File: config.mk
export PLATFORM = sky130hd
export DESIGN_NAME = midi_uart_rx
export DESIGN_NICKNAME = d
export VERILOG_FILES = /design/src/rtl/midi_uart_rx.sv
export SDC_FILE = /design/constraint.sdc
export NUM_CORES = 1
export LEC_CHECK = 0
export CAP_MARGIN = 20
export CELL_PAD_IN_SITES_DETAIL_PLACEMENT = 1
export CELL_PAD_IN_SITES_GLOBAL_PLACEMENT = 2
export CORE_MARGIN = 5
export CORE_UTILIZATION = 25
export DETAILED_ROUTE_END_ITERATION = 6
export GPL_ROUTABILITY_DRIVEN = 0
export PLACE_DENSITY = 0.64
export RECOVER_POWER = 25
export SLEW_MARGIN = 15
export SYNTH_ARGS = -nofsm -noshare
export SYNTH_HDL_FRONTEND = slang
export SYNTH_SLANG_ARGS = --single-unit
File: constraint.sdc
create_clock -name clk -period 2.9 [get_ports clk]
set_input_delay 0.435 -clock clk [delete_from_list [all_inputs] [get_ports clk]]
set_output_delay 0.435 -clock clk [all_outputs]
set_load 0.03 [all_outputs]
File: src/rtl/midi_uart_rx.sv
// MIDI serial receiver: 8N1 frames at BAUD on a synchronized rx line, with an
// optional filter that drops System Real-Time bytes before they reach MIDIbyte.
module midi_uart_rx #(
    parameter int CLK_HZ    = 50_000_000,
    parameter int BAUD      = 31_250,
    parameter bit FILTER_RT = 1'b1
) (
    input  logic       clk,
    input  logic       reset,
    input  logic       rx,
    output logic [7:0] MIDIbyte,
    output logic       ready,
    output logic       framing_error
);

    localparam int CLKS_PER_BIT = CLK_HZ / BAUD;
    localparam int CW           = (CLKS_PER_BIT > 2) ? $clog2(CLKS_PER_BIT) : 1;
    localparam logic [CW-1:0] CNT_ZERO  = CW'(1'b0);
    localparam logic [CW-1:0] CNT_ONE   = CW'(1'b1);
    localparam logic [CW-1:0] FULL_LAST = CW'(CLKS_PER_BIT - 1);
    localparam logic [CW-1:0] HALF_LAST = CW'(CLKS_PER_BIT / 2 - 1);

    typedef enum logic [2:0] {
        IDLE  = 3'd0,
        START = 3'd1,
        DATA  = 3'd2,
        STOP  = 3'd3,
        BREAK = 3'd4
    } state_t;

    // System Real-Time messages occupy 0xF8..0xFF
    function automatic logic is_realtime(input logic [7:0] b);
        return (b[7:3] == 5'b11111);
    endfunction

    logic          rx_meta_r;
    logic          rx_sync_r;
    logic          rx_s;
    state_t        state_r,  state_nxt;
    logic [CW-1:0] cnt_r,    cnt_nxt;
    logic [2:0]    bit_r,    bit_nxt;
    logic [7:0]    shift_r,  shift_nxt;
    logic [7:0]    byte_r,   byte_nxt;
    logic          ready_r,  ready_nxt;
    logic          ferr_r,   ferr_nxt;

    assign rx_s = rx_sync_r;

    // Two-flop synchronizer; reset to the idle (high) line level
    always_ff @(posedge clk or negedge reset) begin
        if (!reset) begin
            rx_meta_r <= 1'b1;
            rx_sync_r <= 1'b1;
        end else begin
            rx_meta_r <= rx;
            rx_sync_r <= rx_meta_r;
        end
    end

    // Next-state, datapath and strobe computation
    always_comb begin
        state_nxt = state_r;
        cnt_nxt   = cnt_r;
        bit_nxt   = bit_r;
        shift_nxt = shift_r;
        byte_nxt  = byte_r;
        ready_nxt = 1'b0;
        ferr_nxt  = 1'b0;
        case (state_r)
            IDLE: begin
                cnt_nxt = CNT_ZERO;
                if (!rx_s) begin
                    state_nxt = START;
                end else begin
                    state_nxt = IDLE;
                end
            end
            START: begin
                if (cnt_r == HALF_LAST) begin
                    cnt_nxt = CNT_ZERO;
                    bit_nxt = 3'd0;
                    if (!rx_s) begin
                        state_nxt = DATA;
                    end else begin
                        state_nxt = IDLE;
                    end
                end else begin
                    cnt_nxt = cnt_r + CNT_ONE;
                end
            end
            DATA: begin
                if (cnt_r == FULL_LAST) begin
                    cnt_nxt   = CNT_ZERO;
                    shift_nxt = {rx_s, shift_r[7:1]};
                    bit_nxt   = bit_r + 3'd1;
                    if (bit_r == 3'd7) begin
                        state_nxt = STOP;
                    end else begin
                        state_nxt = DATA;
                    end
                end else begin
                    cnt_nxt = cnt_r + CNT_ONE;
                end
            end
            STOP: begin
                // Leaving at mid-stop-bit keeps back-to-back start bits catchable
                if (cnt_r == FULL_LAST) begin
                    cnt_nxt = CNT_ZERO;
                    if (rx_s) begin
                        state_nxt = IDLE;
                        if ((FILTER_RT == 1'b1) && is_realtime(shift_r)) begin
                            byte_nxt = byte_r;
                        end else begin
                            byte_nxt  = shift_r;
                            ready_nxt = 1'b1;
                        end
                    end else begin
                        state_nxt = BREAK;
                        ferr_nxt  = 1'b1;
                    end
                end else begin
                    cnt_nxt = cnt_r + CNT_ONE;
                end
            end
            BREAK: begin
                if (rx_s) begin
                    state_nxt = IDLE;
                end else begin
                    state_nxt = BREAK;
                end
            end
            default: begin
                state_nxt = IDLE;
                cnt_nxt   = CNT_ZERO;
            end
        endcase
    end

    // State, datapath and registered output strobes
    always_ff @(posedge clk or negedge reset) begin
        if (!reset) begin
            state_r <= IDLE;
            cnt_r   <= CNT_ZERO;
            bit_r   <= 3'd0;
            shift_r <= 8'h00;
            byte_r  <= 8'h00;
            ready_r <= 1'b0;
            ferr_r  <= 1'b0;
        end else begin
            state_r <= state_nxt;
            cnt_r   <= cnt_nxt;
            bit_r   <= bit_nxt;
            shift_r <= shift_nxt;
            byte_r  <= byte_nxt;
            ready_r <= ready_nxt;
            ferr_r  <= ferr_nxt;
        end
    end

    assign MIDIbyte      = byte_r;
    assign ready         = ready_r;
    assign framing_error = ferr_r;

endmodule

==> results.py <==
metrics = {
    "floorplan": {
        "start_util_pct": 25.7,
        "core-area_um2": 6790,
        "pin_count": 13,
        "die_w_um": 93.6,
        "rows": 30,
        "die_y_um": 93.6,
        "dieArea_um2": 8770,
    },
    "global_routing": {
        "grt_use_total_pct": 9.97,
        "antenna_found_initial": 0,
        "gr-total-overflow": 0,
        "grt_max_degree": 38,
        "grt_pass1_wl_mm": 6.91,
        "grt_pass1_vias": 1362,
    },
    "power": {
        "ir_drop_mv": 0.275,
        "leakage_nw": 0.863,
        "cellPowerDensity_nw_per_um2": 476,
    },
    "routing": {
        "drtIter0Drc": 49,
        "dr.pass1.iters": 4,
        "drt-wirelength-per-cell_um": 15.0,
        "num_vias": 1269,
        "avgViaCountPerCell": 4.81,
        "drt_wl_total_mm": 3.95,
        "drtAntennaViolNets": 0,
        "drc_errors": 0,
    },
    "setup_path": {
        "end_kind": "register",
        "critical-path-max-stage-delay_ns": 0.55,
        "r2r_end": "shift_r[3]$_DFFE_PN0P_",
        "path_class": "register to register",
        "worst_ep_required_time_ns": 3.09,
        "r2r_cells": 4,
        "crit_arrival_ns": 2.68,
        "r2r_start": "cnt_r[6]$_DFFE_PN0P_",
        "cp_max_fo": 12,
        "r2r_slack_ns": 0.41,
        "crit_slowest_cell": "or4b_1",
        "crit_path_cell_trace": "or4b_1 > or4_4 > nor3_2 > mux2_2",
        "crit_path_start_kind": "register",
    },
    "layout": {
        "area_growth_pct": 19.1,
        "most-common-layout-cells": "dfrtp_1 (35), mux2_2 (15), nand2_1 (13)",
        "nFillCells": 760,
        "drive_gt1_share_pct": 19.6,
        "antenna_cells": 0,
        "final_common_cell": "dfrtp_1",
        "fin_nets": 173,
        "post-route-util_pct": 30.7,
    },
    "synthesis": {
        "yosysUniqueCellTypes": 47,
        "yosysTopAreaCell": "dfrtp_1",
        "yosysSeqAreaShare_pct": 53.1,
        "synth_fa_ha_area_share_pct": 2.15,
        "muxShareOfSynthArea_pct": 10.8,
        "synth_top_family_by_area": "simple AND/OR/NAND/NOR gates",
        "synth-simple-area-share_pct": 16.4,
        "synth_fp_nets": 158,
        "synth-seq-cells": 37,
        "netlist.area_leader.share_pct": 50.1,
        "syn_area_um2": 1750,
        "yosysWarnings": 0,
        "synth_compound_area_share_pct": 14.2,
        "synth_xor_area_share_pct": 1.00,
        "synth_area_leaders": "dfrtp_1 (50%), mux2_2 (9.7%), dfstp_2 (3.0%)",
        "synthArstFlopShare_pct": 100,
        "synthCells": 152,
        "synth_edf_count": 0,
        "syn_area_per_cell_um2": 11.5,
        "ys.flop_type": "dfrtp_1",
    },
    "status": {
        "failed_checks": "capacitance limit, slew limit",
        "status": "finished with violations",
    },
    "clock_network": {
        "clkTransAtPathRegs_ns": 0.08,
        "cts_hold_buf": 0,
        "clk_path_buf_depth": 2,
        "post_cts_buffers": 0,
        "clock-sinks": 37,
        "cts-root-buf": "clkbuf_8",
        "cts-htree-levels": 2,
        "clk-insertion-delay-late_ns": 0.29,
        "ctsResizeCount": 0,
        "cts_buffers": 5,
        "tritoncts": "built",
    },
    "placed_design": {
        "place_ws_ns": 0.437,
        "post-dp-hpwl_mm": 2.66,
        "io_buffers": 12,
    },
    "sta": {
        "skew_ns": 0.00525,
        "setup_viol": 0,
        "clock.fmax_mhz": 401,
        "finalCritPeriodShare_pct": 86.0,
        "finalCriticalPeriod_ns": 2.49,
        "hold_viol": 0,
        "worst_pin_slew_ns": 2.00,
        "grt_setup_unrepaired": "no",
        "drv_slew": 38,
        "tns_ns": 0,
        "relSlewSlack_pct": -33.6,
        "hold_ws_ns": 0.363,
        "fin_ws_ns": 0.405,
    },
    "min_path": {
        "min_to": "rx_s$_DFF_PN1_",
        "hold_path_class": "register to register",
        "whs_path_depth": 0,
        "hp-start": "rx_meta_r$_DFF_PN1_",
    },
    "job": {
        "drv_cap": 1,
    },
}
-- flip-flops by register name, indices dropped and copies added, names as in the netlist --
name,count
MIDIbyte,8
bit_r,3
cnt_r,11
framing_error,1
ready,1
rx_meta_r,1
rx_s,1
shift_r,8
state_r,3
-- cells in the mapped netlist (all sizes together) (2+ instances only) --
| cell | count |
|---|---|
| a22o | 3 |
| nand4 | 2 |
| nor2b | 2 |
| mux2i | 2 |
| a221oi | 3 |
| ha | 3 |
| o21ai | 10 |
| or3 | 2 |
| nor2 | 6 |
| a21oi | 4 |
| inv | 3 |
| nor3 | 4 |
| dfstp | 2 |
| a31oi | 2 |
| o22a | 2 |
| nand2 | 13 |
| xnor2 | 2 |
| nand3 | 4 |
| mux2 | 15 |
| o211ai | 2 |
| dfrtp | 35 |
| or4 | 2 |
| clkbuf | 5 |
| nand2b | 2 |
| and3b | 2 |
| and2 | 2 |
-- where the power goes --
part | switching [mW] | leakage (nW) | total (mW) | internal, mW
Sequential | 0.00142 | 0.495 | 0.519 | 0.518
Clock | 0.203 | 0.0543 | 0.460 | 0.258
Combinational | 0.0101 | 0.314 | 0.0114 | 0.00127
Total | 0.215 | 0.863 | 0.991 | 0.777
-- worst max-delay path by stage --
stage,start,to,slack [ns],cells after the start
6_report,cnt_r[6]$_DFFE_PN0P_,shift_r[3]$_DFFE_PN0P_,0.41,4
5_1_grt,cnt_r[0]$_DFFE_PN0P_,shift_r[3]$_DFFE_PN0P_,0.31,5
4_1_cts,cnt_r[6]$_DFFE_PN0P_,shift_r[3]$_DFFE_PN0P_,0.39,4
3_5_place_dp,cnt_r[7]$_DFFE_PN0P_,shift_r[3]$_DFFE_PN0P_,0.44,4
3_3_place_gp,cnt_r[6]$_DFFE_PN0P_,MIDIbyte[1]$_DFFE_PN0P_,0.44,4
2_1_floorplan,cnt_r[6]$_DFFE_PN0P_,MIDIbyte[0]$_DFFE_PN0P_,0.59,5
-- final cells by class --
cell class / count / area, um^2 / share of cell area, %
clock buffer: 5 / 68.8 / 3.30
clock inverter: 3 / 46.3 / 2.22
inverter: 3 / 11.3 / 0.541
multi-input combinational: 106 / 779 / 37.4
sequential: 37 / 928 / 44.6
tap: 96 / 120 / 5.77
timing repair buffer: 14 / 129 / 6.19
-- logic make-up (layout without fill, tap and decap cells) --
group,count (synthesis),in the layout
XOR/XNOR,2,2
AO/OA/AOI/OAI,34,34
adder cells (fa/ha/maj),3,3
multiplexers,17,17
flip-flops,37,37
buffers and inverters,9,25
AND/OR/NAND/NOR,50,50
-- worst max-delay path: cells and delay by family (launching register included) --
family | cells | cell delay, ns
AND/OR/NAND/NOR | 3 | 1.54
flip-flops | 1 | 0.45
multiplexers | 1 | 0.39
-- metrics by stage --
step                      power, mW  instance area [um^2]  instances
after floorplan               0.529                  1750        152
after global placement        0.542                  1970        256
after detailed placement      0.543                  1970        256
after CTS                      1.01                  2080        264
after global routing           1.03                  2080        264
final                         0.991                  2080        264
-- layer usage --
| metal | vias to the layer above | wire length (um) | track usage [%] | share of wire [%] |
|---|---|---|---|---|
| met2 | 23 | 1770 | 15.4 | 45 |
| met3 | 7 | 161 | 3.14 | 4.1 |
| met1 | 642 | 1960 | 13.3 | 49 |
| met5 | - | 0 | 0 | 0 |
| met4 | 0 | 61 | 2.89 | 1.5 |
| li1 | 597 | - | - | - |
(Power assumes the default switching activity.)
